## src/rtl/divide_32_pkg.sv

```systemverilog
// rtl/divide_32_pkg.sv - shared divider types, constants and ALU function selects
//
// Purpose : common definitions for the iterative divider and the ALU decode.
// Contents: div_state_t FSM encoding, DIV_WIDTH / DIV_LATENCY, the
//           DIV/DIVU/REM/REMU function-select codes and a decode helper.
package divide_32_pkg;

  localparam int DIV_WIDTH   = 32;
  localparam int DIV_LATENCY = DIV_WIDTH + 1;

  typedef enum logic [1:0] {
    IDLE   = 2'd0,
    CALC   = 2'd1,
    FINISH = 2'd2
  } div_state_t;

  // Function-select codes as carried in the instruction funct3 field.
  localparam logic [2:0] FSEL_DIV  = 3'b100;
  localparam logic [2:0] FSEL_DIVU = 3'b101;
  localparam logic [2:0] FSEL_REM  = 3'b110;
  localparam logic [2:0] FSEL_REMU = 3'b111;

  // Signed operations are the even encodings (DIV, REM).
  function automatic logic div_is_signed(input logic [2:0] fsel);
    return (fsel == FSEL_DIV) || (fsel == FSEL_REM);
  endfunction

endpackage

```

## src/rtl/divide_32_step.sv

```systemverilog
// rtl/divide_32_step.sv - one restoring-division iteration on {rem, quo}
//
// Purpose : combinational shift / trial-subtract / select for one quotient bit.
// Ports   : i_rem, i_quo  - current partial remainder and quotient register
//           i_divisor     - divisor magnitude
//           o_rem, o_quo  - register contents after this iteration
module div_step #(
  parameter int WIDTH = 32
) (
  input  logic [WIDTH-1:0] i_rem,
  input  logic [WIDTH-1:0] i_quo,
  input  logic [WIDTH-1:0] i_divisor,
  output logic [WIDTH-1:0] o_rem,
  output logic [WIDTH-1:0] o_quo
);

  // Shifted remainder needs WIDTH+1 bits: 2*rem+1 can exceed WIDTH bits.
  logic [WIDTH:0]   w_shift;
  logic             w_fits;
  logic [WIDTH-1:0] w_trial;

  assign w_shift = {i_rem, i_quo[WIDTH-1]};
  assign w_fits  = (w_shift >= {1'b0, i_divisor});
  // When the divisor fits the difference is below the divisor, so the
  // modulo-2^WIDTH subtract is exact.
  assign w_trial = w_shift[WIDTH-1:0] - i_divisor;

  assign o_rem = w_fits ? w_trial : w_shift[WIDTH-1:0];
  assign o_quo = {i_quo[WIDTH-2:0], w_fits};

endmodule

```

## src/rtl/divide_32.sv

```systemverilog
// rtl/divide_32.sv - iterative signed/unsigned restoring divider, one bit per clock
//
// Purpose : quotient and remainder for DIV/DIVU/REM/REMU with start/done handshake.
// Ports   : clk, rst_n            - clock, async active-low reset
//           i_start, i_signed_op  - request (sampled in IDLE), signed select
//           i_dividend, i_divisor - operands, sampled with i_start
//           o_quotient, o_remainder, o_div_by_zero - results, held until next finish
//           o_busy                - high from the cycle after accept until done
//           o_done                - single-cycle pulse, results valid
module divide_32
  import divide_32_pkg::*;
#(
  parameter int WIDTH = DIV_WIDTH
) (
  input  logic             clk,
  input  logic             rst_n,
  input  logic             i_start,
  input  logic             i_signed_op,
  input  logic [WIDTH-1:0] i_dividend,
  input  logic [WIDTH-1:0] i_divisor,
  output logic [WIDTH-1:0] o_quotient,
  output logic [WIDTH-1:0] o_remainder,
  output logic             o_busy,
  output logic             o_done,
  output logic             o_div_by_zero
);

  localparam int              CW       = $clog2(WIDTH);
  localparam logic [CW-1:0]   CNT_INIT = CW'(WIDTH - 1);

  div_state_t       r_state;
  div_state_t       w_next_state;

  logic [WIDTH-1:0] r_rem;
  logic [WIDTH-1:0] r_quo;
  logic [WIDTH-1:0] r_dvsr;
  logic [CW-1:0]    r_cnt;
  logic             r_q_neg;
  logic             r_r_neg;
  logic             r_zero;

  logic [WIDTH-1:0] r_quotient;
  logic [WIDTH-1:0] r_remainder;
  logic             r_done;
  logic             r_dbz;

  logic             w_dvd_neg;
  logic             w_dvs_neg;
  logic [WIDTH-1:0] w_dvd_mag;
  logic [WIDTH-1:0] w_dvs_mag;
  logic [WIDTH-1:0] w_rem_nxt;
  logic [WIDTH-1:0] w_quo_nxt;

  // Operand magnitudes; the most negative value maps to itself, which is
  // the correct unsigned magnitude 2^(WIDTH-1).
  assign w_dvd_neg = i_signed_op & i_dividend[WIDTH-1];
  assign w_dvs_neg = i_signed_op & i_divisor[WIDTH-1];
  assign w_dvd_mag = w_dvd_neg ? (~i_dividend + 1'b1) : i_dividend;
  assign w_dvs_mag = w_dvs_neg ? (~i_divisor + 1'b1) : i_divisor;

  div_step #(
    .WIDTH(WIDTH)
  ) u_step (
    .i_rem    (r_rem),
    .i_quo    (r_quo),
    .i_divisor(r_dvsr),
    .o_rem    (w_rem_nxt),
    .o_quo    (w_quo_nxt)
  );

  always_ff @(posedge clk or negedge rst_n) begin
    if (!rst_n) begin
      r_state <= IDLE;
    end else begin
      r_state <= w_next_state;
    end
  end

  always_comb begin
    w_next_state = r_state;
    case (r_state)
      IDLE:    if (i_start) w_next_state = CALC;
      CALC:    if (r_cnt == '0) w_next_state = FINISH;
      FINISH:  w_next_state = IDLE;
      default: w_next_state = IDLE;
    endcase
  end

  always_ff @(posedge clk or negedge rst_n) begin
    if (!rst_n) begin
      r_rem       <= '0;
      r_quo       <= '0;
      r_dvsr      <= '0;
      r_cnt       <= '0;
      r_q_neg     <= 1'b0;
      r_r_neg     <= 1'b0;
      r_zero      <= 1'b0;
      r_quotient  <= '0;
      r_remainder <= '0;
      r_done      <= 1'b0;
      r_dbz       <= 1'b0;
    end else begin
      r_done <= 1'b0;
      case (r_state)
        IDLE: begin
          if (i_start) begin
            r_rem   <= '0;
            r_quo   <= w_dvd_mag;
            r_dvsr  <= w_dvs_mag;
            r_cnt   <= CNT_INIT;
            r_q_neg <= w_dvd_neg ^ w_dvs_neg;
            r_r_neg <= w_dvd_neg;
            r_zero  <= (i_divisor == '0);
          end
        end
        CALC: begin
          r_rem <= w_rem_nxt;
          r_quo <= w_quo_nxt;
          r_cnt <= r_cnt - 1'b1;
        end
        FINISH: begin
          // A zero divisor leaves |dividend| in rem, so the normal sign
          // correction already restores the original dividend; only the
          // quotient needs forcing to all ones.
          if (r_zero) begin
            r_quotient <= '1;
          end else begin
            r_quotient <= r_q_neg ? (~r_quo + 1'b1) : r_quo;
          end
          r_remainder <= r_r_neg ? (~r_rem + 1'b1) : r_rem;
          r_dbz       <= r_zero;
          r_done      <= 1'b1;
        end
        default: begin
          r_done <= 1'b0;
        end
      endcase
    end
  end

  assign o_busy        = (r_state != IDLE);
  assign o_done        = r_done;
  assign o_quotient    = r_quotient;
  assign o_remainder   = r_remainder;
  assign o_div_by_zero = r_dbz;

endmodule

```

## config.mk

```make
export PLATFORM = sky130hd
export DESIGN_NAME = divide_32
export DESIGN_NICKNAME = d
export VERILOG_FILES = /design/src/rtl/divide_32_pkg.sv /design/src/rtl/divide_32_step.sv /design/src/rtl/divide_32.sv
export SDC_FILE = /design/constraint.sdc
export NUM_CORES = 1
export LEC_CHECK = 0
export BUFFER_PORTS_ARGS = -buffer_cell sky130_fd_sc_hd__buf_4
export CAP_MARGIN = 30
export CORE_MARGIN = 2
export CORE_UTILIZATION = 26
export CTS_BUF_LIST = sky130_fd_sc_hd__clkbuf_16
export DETAILED_ROUTE_END_ITERATION = 8
export PLACE_DENSITY = 0.39
export SYNTH_ARGS = -nofsm -noshare
export SYNTH_HDL_FRONTEND = slang
export SYNTH_SLANG_ARGS = --single-unit
```

## constraint.sdc

```tcl
create_clock -name clk -period 3.79 [get_ports clk]
set_input_delay 0.1895 -clock clk [delete_from_list [all_inputs] [get_ports clk]]
set_output_delay 0.1895 -clock clk [all_outputs]
set_load 0.05 [all_outputs]
```

After elaboration in Yosys (flattened, before gate mapping). Cells that the tools add are included.

Register bits after elaboration: 172. Output and inout bits: 67. Input bits: 68. Word-level logic and storage cells: 54.

Muxes and demuxes: 16. Bitwise gates (word level): 7. Reduce and logical (&&, ||, !) cells: 8. Add/sub/neg operators: 6. Magnitude comparators: 1. Equal/unequal tests: 4.

Operator list (count): 32-bit two-way mux (8); 32-bit by 1-bit adder with 32-bit output, second input constant (4); 32-bit inverter (4); 32-bit one-hot mux with 2 select lines (2); 33-bit by 32-bit greater-or-equal comparator with 1-bit output (1); 32-bit logical NOT (1); 32-bit subtractor (1); 5-bit one-hot mux with 2 select lines (1); 2-bit AND reduction (3); 5-bit logical NOT (1); 5-bit two-way mux (1); 5-bit by 1-bit subtractor with 5-bit output, second input constant (1); 2-bit two-way mux (2); 2-bit inequality test, second input constant (2); 2-bit one-hot mux with 2 select lines (1); 2-bit nonzero test (2); 1-bit AND (2); 2-bit by 1-bit equality test with 1-bit output, second input constant (1); 2-bit equality test, second input constant (1); 2-bit logical NOT (1); 1-bit two-way mux (1); 1-bit XOR (1).

Depth between registers and ports, before layout. Gate-level depths: netlist (run 1).

Word-level depth: 5. Mapped depth: 13. Gate-level depth less buffers: 12.

Hierarchy. A second synthesis (run 1) with hierarchy kept.

Cells, all modules: 1502. Area, all modules: 12228.0 µm².

By module, submodules not included: divide_32 (instances 1, cells an instance 1100, sequential area each 4304.1 µm², area each 9653.0 µm²); div_step (instances 1, cells an instance 402, sequential area each 0.0 µm², area each 2575.0 µm²).

Worst setup path before layout (run 1). Ideal clock, no wire load.

Kind: flip-flop to flip-flop. Start: reg r_rem[13]. End: reg r_rem[10]. Buffers on the path: 3. Library setup time: 87 ps. Arrival time: 2769 ps. Data required time: 3703 ps. Path slack: 934 ps. Period minus slack after synthesis: 2856 ps. Cell stages (with the launch flop): 13. Cells stage by stage: dfrtp_1 -> ha_1 -> clkbuf_1 -> a211o_1 -> a21oi_1 -> nand2_1 -> a32o_1 -> a31oi_2 -> a211oi_2 -> or2_1 -> buf_2 -> buf_2 -> o211ai_1.

Cells in the longest elaborated chain, start to end: 3.

Ends and longest elaborated chain: start, declared (RTL line divide_32.sv:34) `logic [WIDTH-1:0] r_rem;`; start signal, assigned (RTL line divide_32.sv:117) `r_rem <= w_rem_nxt;`; 33-bit by 32-bit greater-or-equal comparator with 1-bit output (RTL line divide_32_step.sv:23) `assign w_fits = (w_shift >= {1'b0, i_divisor});`; 32-bit two-way mux (RTL line divide_32_step.sv:28) `assign o_rem = w_fits ? w_trial : w_shift[WIDTH-1:0];`; 32-bit one-hot mux with 2 select lines (RTL line divide_32.sv:104) `case (r_state)`.

Every way passes these cells. A chain may end at the register's enable or synchronous reset.

Worst setup path in the final report (run 1).
Start: reg r_rem[2]. End: reg r_rem[23].

Cells in the longest elaborated chain, start to end: 3. Elaborated cells on any way between the ends: 4. Those cells by class: add/sub (1); order compare (1); mux (2).

Ends and longest elaborated chain (RTL line): 32-bit subtractor or 33-bit by 32-bit greater-or-equal comparator with 1-bit output (tied branches) (divide_32_step.sv:26, divide_32_step.sv:23); 32-bit two-way mux * (divide_32_step.sv:28); 32-bit one-hot mux with 2 select lines * (divide_32.sv:104).

Mark *: on every way between the ends. The rest lies on a longest branch, timed or not.

==> flow_summary.ini, run 1 <==
[run_status]
status = finished, final reports clean

[clock_tree]
clk_pin_slew_worst_paths_ps = 70
cts_root_buf = clkbuf_16
cts_buffers = 17
post_cts_resized = 0
h-tree-depth = 4
clock_sinks = 172
cts_tree = yes
cts_max_path_buffers = 2
clock_latency_ps = 460

[worst_setup_path]
crit_arrival_ps = 3770
critPathMaxFanout = 18
cp.required_ps = 4140
cpPeakStageDelay_ps = 670
slowest_stage = a211oi_1
startpoint_type = flip-flop
crit_chain = ha_1, and3_1, o21ai_0, a211oi_1, or2_2, a31oi_2, a211oi_2, buf_4, o22ai_1, a31o_2
end_kind = flip-flop
worst-setup-path-type = flip-flop to flip-flop

[global_route]
grt_pass1_vias = 10040
antenna_found_initial = 0
grt-ovfl-total = 0
grt_max_degree = 89
grt_pass1_wl_mm = 59.16
grt_usage_pct = 16.95

[pwr]
p_leak_nw = 5.813
power_density_nw_per_um2 = 949.3
ir_worst_vdd_mv = 0.3947

[floorplanning]
dieArea_um2 = 45540
row_count = 76
die_x_um = 213.4
core_um2 = 43170
initial_core_util_pct = 26.41
io_pins = 135
die_h_um = 213.4

[finish]
nets = 1578
diodes = 0
drive_above_1_share_pct = 15.30
seq_area_um2 = 4304
multi_input_area_um2 = 6601
syn_to_final_growth_pct = 20.58
fill_cells = 4696

[yosys]
syn_inst = 1360
synthesis.nets = 1467
async_flop_share_pct = 100.0
yosysSeqAreaShare_pct = 37.75
yosys-top-cells-area = dfrtp_1 38%, o21ai_0 6.7%, xor2_1 6.7%
ys.flop_type = dfrtp_1
syn_area_per_cell_um2 = 8.383
netlist_area_um2 = 11400
yosys_warnings = 0
synth_most_common_cell = nand2_1
synth_cell_types = 71
synth.largest_area_cell = dfrtp_1
synth-seq-cells = 172
synth_common_cells = 181 x nand2_1, 172 x dfrtp_1, 153 x o21ai_0, 87 x xor2_1, 84 x nor2_1
synth_edf_count = 0
synth_top_area_share_pct = 37.75

[sta]
holdWs_ps = 25.30
max_slew.worst_pin.slew_ps = 966.3
fin_crit_sh_pct = 90.19
skew_ps = 12.56
tns_ps = 0
slew_headroom_pct = 35.58
setup_viol = 0
max_clock_freq_mhz = 292.5
post-route-min-period_ps = 3418
rsz0062_at_grt = false
hold_violations = 0
slew_violations = 0

[route]
drc = 0
via_count = 10160
drt_iter0_drc = 603
drt_pre_antenna_iters = 5
wirelength_mm = 37.70
via_per_inst = 4.910
antenna_left = 0
avgRoutedWirePerCell_um = 18.22

[placed_design]
io_buffers = 134
hpwl_mm = 28.04
gp_congestion = 0.8205

[min_path]
hp-class = input port to flip-flop

[flow_run]
cap_violations = 0
-- state kept, by name, indices dropped and copies added, names as in the netlist --
signal	count
o_div_by_zero	1
o_done	1
o_quotient	32
o_remainder	32
r_cnt	5
r_dvsr	32
r_q_neg	1
r_quo	32
r_r_neg	1
r_rem	32
r_state	2
r_zero	1
-- cell type report --
type                    count  share of cell area (%)
clock buffers              17                   3.095
inverters                  54                   1.474
well taps                 585                   5.324
clock inverters            15                   1.083
flip-flops and latches    172                   31.31
repair buffers            175                   9.693
multi-input cells        1051                   48.02
-- worst paths after layout --
path                               start              to  slack (ps)  cells past startpoint
min                        i_dividend[5]        r_quo[5]          30                      3
max                             r_rem[2]       r_rem[23]         370                     10
max reg2reg                     r_rem[2]       r_rem[23]         370                     10
max in group asynchronous          rst_n  o_quotient[23]        2420                      3
min reg2reg                o_quotient[0]   o_quotient[0]         470                      2
min in group asynchronous          rst_n      r_dvsr[15]         200                      2
-- logic make-up after synthesis --
kind of cell | Yosys count | share of synthesized area (%)
XOR/XNOR | 139 | 10.68
multiplexers | 3 | 0.2634
flip-flops | 172 | 37.75
AND/OR/NAND/NOR | 436 | 18.18
adder cells (fa/ha/maj) | 39 | 4.346
AO/OA/AOI/OAI | 434 | 24.20
buffers and inverters | 137 | 4.576
-- metrics by stage --
step / worst slack, ps / power, mW / area [µm²] / util, % / std cells
after floorplan: 934.2 / 8.972 / 11400 / - / 1360
after global placement: 570.8 / 11.34 / 13110 / 30.37 / 2031
after detailed placement: 477.9 / 11.33 / 13110 / 30.37 / 2031
after CTS: 434.9 / 13.19 / 13750 / 31.84 / 2069
after global routing: 146.7 / 14.32 / 13750 / 31.84 / 2069
final: 371.7 / 13.05 / 13750 / 31.84 / 2069
-- critical path, delay by kind of cell, from the launching register on --
kind | cells | cell delay, ps
DFF | 1 | 470
buffers and inverters | 1 | 330
adders and majority gates | 1 | 410
and+or+nand+nor | 2 | 440
AOI/OAI and AO/OA | 6 | 1660
-- where the power goes --
group	switching, mW	internal, mW	leakage [nW]
clock	0.829	0.967	0.267
combinational	4.73	3.18	3.50
sequential	0.798	2.55	2.05
-- placed cells by master (no fill, tap or decap), types with 4 or more instances in the layout --
cell             n
nand2_1        180
dfrtp_1        172
buf_4          168
o21ai_0        152
xor2_1          87
nor2_1          82
a21oi_1         71
inv_1           54
o211ai_1        53
xnor2_1         52
nand3_1         40
ha_1            38
a22oi_1         28
o31ai_1         26
nor3_1          20
clkbuf_16       17
o41ai_1         15
or3_1           13
or4_1           13
nor4_1          12
nand4_1         12
and3_1          11
a21o_1          10
o21a_1          10
nand2b_1         9
a211oi_1         9
and2_1           9
nor2b_1          8
o21ai_1          7
a31oi_1          7
clkinvlp_4       6
dlygate4sd3_1    6
o2111ai_1        5
a21boi_0         5
or2_2            4
a211o_1          4
-- repair_timing --
action / CTS / global route
buffers inserted: 0 / 0
hold buffers: 6 / 0
hold endpoints to repair: 35 / 0
-- metal layers --
| layer | share of wire, % | global-route usage [%] | vias to the layer above |
|---|---|---|---|
| li1 | - | - | 5100 |
| met5 | 0 | 0 | - |
| met1 | 53 | 25.82 | 4858 |
| met3 | 3.5 | 2.387 | 19 |
| met2 | 43 | 24.82 | 182 |
| met4 | 1.1 | 4.598 | 0 |
(Power assumes the default switching activity.)
==> run 2, diff against run 1 <==
- BUFFER_PORTS_ARGS: -buffer_cell sky130_fd_sc_hd__buf_4 -> unset
- DONT_BUFFER_PORTS: unset -> 1
- PLACE_DENSITY: 0.39 -> 0.36
==> flow_summary.ini, run 2 (synthesis gave the netlist of run 1 again) <==
[sta]
post-route-min-period_ps = 3362
max_clock_freq_mhz = 297.4
fin_crit_sh_pct = 88.71
setup_ws_ps = 427.7
setup_viol = 0
holdWs_ps = -573.5
skew_ps = 14.86
rsz0062_at_grt = false
hold_violations = 172
tns_ps = 0
slew_violations = 0
slew_headroom_pct = 34.53
max_slew.worst_pin.slew_ps = 982.1

[pwr]
seq_power_share_pct = 28.6
clkPwrFrac_pct = 14.3
power_density_nw_per_um2 = 976.1
swShare_pct = 48.34
ir_worst_vdd_mv = 0.3802
power.internal_mw = 6.756
p_switching_mw = 6.322
combPwrFrac_pct = 57.1
power_mw = 13.08
p_leak_nw = 5.475

[floorplanning]
initial_core_util_pct = 26.41
row_count = 76
core_um2 = 43170
io_pins = 135
dieArea_um2 = 45540
die_x_um = 213.4
die_h_um = 213.4

[clock_tree]
post_cts_buffers = 0
cts_root_buf = clkbuf_16
clock_sinks = 172
cts_max_path_buffers = 2
cts_buffers = 17
h-tree-depth = 4
postCtsHoldBufs = 66
clk_pin_slew_worst_paths_ps = 70
cts_tree = yes
clock_latency_ps = 460

[worst_setup_path]
crit_arrival_ps = 3700
crit_buf_inv = 1
crit_chain = ha_1, a21oi_1, nand2_1, a211o_1, or2_2, a31oi_2, a211oi_2, buf_4, or3_1, a31o_2
startpoint_type = flip-flop
critPathMaxFanout = 12
slowest_stage = dfrtp_1
worst-setup-path-type = flip-flop to flip-flop
cpPeakStageDelay_ps = 480
cp_top_family = compound AO/OA/AOI/OAI gates
cp.required_ps = 4130
end_kind = flip-flop

[flow_run]
cap_violations = 0

[finish]
stdcell_area_um2 = 13400
layout_commonest_cell = nand2_1
diodes = 0
final_util_pct = 31.04
drive_above_1_share_pct = 6.170
stdcell_count = 1995
layout_common_cells = 180 x nand2_1, 172 x dfrtp_1, 152 x o21ai_0, 87 x xor2_1, 82 x nor2_1
syn_to_final_growth_pct = 17.53
nets = 1505

[route]
via_per_inst = 4.975
drc = 0
antenna_left = 0
wirelength_mm = 38.97
avgRoutedWirePerCell_um = 19.53
via_count = 9926
drt_pre_antenna_iters = 5
drt_iter0_drc = 577

[placed_design]
hpwl_mm = 28.18
io_buffers = 0
gp_congestion = 0.8219
placed_cell_area_um2 = 12120
place_inst = 1897
pre_cts_slack_ps = 473.6

[global_route]
antenna_found_initial = 0
grt_pass1_wl_mm = 61.23
grt-ovfl-total = 0
grt_max_degree = 173
grt_usage_pct = 17.63
grt_pass1_vias = 10050

[run_status]
violations = hold timing
status = finished, violations left

[min_path]
hp-class = input port to asynchronous set/reset pin
## run 2: final timing paths
kind                             start             end  slack (ps)  cells past startpoint
setup / recovery              r_rem[8]       r_rem[23]         430                     10
hold / removal                   rst_n      r_dvsr[14]        -570                      0
setup reg to reg              r_rem[8]       r_rem[23]         430                     10
hold reg to reg             r_dvsr[26]      r_dvsr[26]         480                      2
max in group asynchronous        rst_n  o_quotient[18]        4100                      0
min in group clk           i_signed_op      r_dvsr[31]          20                      2
## run 2: layer usage
layer	up-vias	GRT usage, %	wire (µm)
met1	4764	27.07	20280
met4	0	4.622	448
met3	22	3.295	1847
met5	-	0	0
li1	4959	-	-
met2	181	24.99	16390
## run 2: repair_timing
item	in CTS	in global routing
endpoints found under the hold margin	235	172
setup endpoints to repair	0	0
resized for setup	0	0
## run 2: worst register-to-register path: stages, from the launching register on
cell and delay [ps]:
dfrtp_1 480, ha_1 410, a21oi_1 290, nand2_1 100
a211o_1 360, or2_2 340, a31oi_2 310, a211oi_2 180
buf_4 230, or3_1 320, a31o_2 230
## run 2: layout make-up
cell class,count,area (µm²)
Clock inverter,14,166.4
Inverter,54,202.7
Sequential cell,172,4304
Fill cell,4629,29770
Multi-Input combinational cell,1051,6601
Clock buffer,17,425.4
Timing Repair Buffer,102,967.2
Tap cell,585,732.0
## run 2: power by group through the flow
stage	registers [mW]	logic, mW	clock network [mW]
after detailed placement	3.78	7.39	0
after floorplan	3.47	5.50	0
after global placement	3.77	7.40	0
after CTS	3.74	7.49	1.94
final	3.74	7.47	1.87
after global routing	3.87	8.39	2.00
==> run 3, diff against run 2 <==
- CORE_ASPECT_RATIO: unset -> 1.4
==> flow_summary.ini, run 3 (synthesis gave the netlist of run 1 again) <==
[route]
via_per_inst = 5.169
avgRoutedWirePerCell_um = 21.10
wirelength_mm = 41.27
drc = 0
drt_iter0_drc = 618
via_count = 10110
drt_pre_antenna_iters = 5
antenna_left = 0

[clock_tree]
postCtsHoldBufs = 62
cts_max_path_buffers = 2
post_cts_buffers = 0
cts_root_buf = clkbuf_16
post_cts_resized = 0
clock_latency_ps = 460
h-tree-depth = 4
clock_sinks = 172
cts_tree = yes
cts_buffers = 17
clk_pin_slew_worst_paths_ps = 70

[finish]
final_util_pct = 30.72
drive_above_1_share_pct = 6.481
diodes = 0
fill_cells = 4681
stdcell_count = 1956
layout_common_cells = 180 x nand2_1, 172 x dfrtp_1, 152 x o21ai_0, 87 x xor2_1, 82 x nor2_1
syn_to_final_growth_pct = 16.51
nets = 1499
layout_commonest_cell = nand2_1

[worst_setup_path]
startpoint_type = flip-flop
cpPeakStageDelay_ps = 690
crit_arrival_ps = 3780
end_kind = flip-flop
cp.required_ps = 4140
critPathMaxFanout = 10
worst-setup-path-type = flip-flop to flip-flop
slowest_stage = a211oi_1
crit_chain = ha_1, and3_1, o21ai_0, a211oi_1, or2_2, a31oi_2, a211oi_2, buf_4, o22ai_1, a31o_2

[sta]
max_clock_freq_mhz = 290.9
tns_ps = 0
post-route-min-period_ps = 3438
slew_headroom_pct = 29.62
rsz0062_at_grt = false
slew_violations = 0
setup_viol = 0
holdWs_ps = -548.7
skew_ps = 17.34
max_slew.worst_pin.slew_ps = 1056
hold_violations = 172
fin_crit_sh_pct = 90.71
setup_ws_ps = 352.0

[global_route]
grt_pass1_wl_mm = 63.46
antenna_found_initial = 0
grt_max_degree = 173
grt_pass1_vias = 10420
grt-ovfl-total = 0
grt_usage_pct = 18.23

[pwr]
ir_worst_vdd_mv = 0.3769
power.internal_mw = 6.595
swShare_pct = 49.86
seq_power_share_pct = 28.4
p_switching_mw = 6.558
p_leak_nw = 5.408
power_density_nw_per_um2 = 990.3
clkPwrFrac_pct = 13.2
combPwrFrac_pct = 58.4

[placed_design]
io_buffers = 0
place_inst = 1863
hpwl_mm = 29.90
pre_cts_slack_ps = 459.2
gp_congestion = 0.8570

[run_status]
violations = hold timing
status = finished, violations left

[min_path]
hp-class = input port to asynchronous set/reset pin

[floorplanning]
dieArea_um2 = 45570
die_x_um = 181.0
core_um2 = 43240
row_count = 90
initial_core_util_pct = 26.37
io_pins = 135
die_h_um = 251.8

[flow_run]
cap_violations = 0
[run 3: metrics by stage]
step                power (mW)  cell area, µm²
floorplan                8.972           11400
global placement         11.45           12080
detailed placement       11.46           12110
CTS                      13.34           13280
global route             14.29           13280
finish                   13.15           13280
[run 3: layer usage]
metal	global-route usage, %	share of wire, %
met3	2.641	2.8
met5	0	0
met2	35.82	56
met1	19.32	38
met4	7.201	3.4
[run 3: worst paths after layout]
| path | startpoint | cells after the start | end | slack (ps) |
|---|---|---|---|---|
| max in group asynchronous | rst_n | 0 | r_rem[21] | 4100 |
| worst min register to register | r_dvsr[17] | 2 | r_dvsr[17] | 480 |
| worst min-delay path | rst_n | 0 | o_done | -550 |
| worst max-delay path | r_rem[2] | 10 | r_rem[23] | 350 |
| worst max register to register | r_rem[2] | 10 | r_rem[23] | 350 |
| min in group clk | i_divisor[9] | 3 | r_dvsr[11] | 30 |
[run 3: final cells by class]
type | instances | area, µm² | area share [%]
multi-input cells | 1051 | 6601 | 49.70
flip-flops and latches | 172 | 4304 | 32.40
repair buffers | 96 | 933.4 | 7.027
well taps | 552 | 690.7 | 5.200
clock buffers | 17 | 425.4 | 3.203
inverters | 54 | 202.7 | 1.526
clock inverters | 14 | 125.1 | 0.9420
[run 3: power by group through the flow]
stage                     Clock, mW  Combinational, mW  Sequential [mW]
final                          1.73               7.68             3.74
after global routing           1.87               8.57             3.85
after CTS                      1.81               7.77             3.75
after detailed placement          0               7.67             3.79
after global placement            0               7.67             3.78
after floorplan                   0               5.50             3.47
[run 3: worst max-delay path: cells and delay by family (launching register included)]
family	cells	cell delay, ps
buffers and inverters	1	270
and+or+nand+nor	2	440
DFF	1	470
adders and majority gates	1	410
AOI/OAI and AO/OA	6	1730
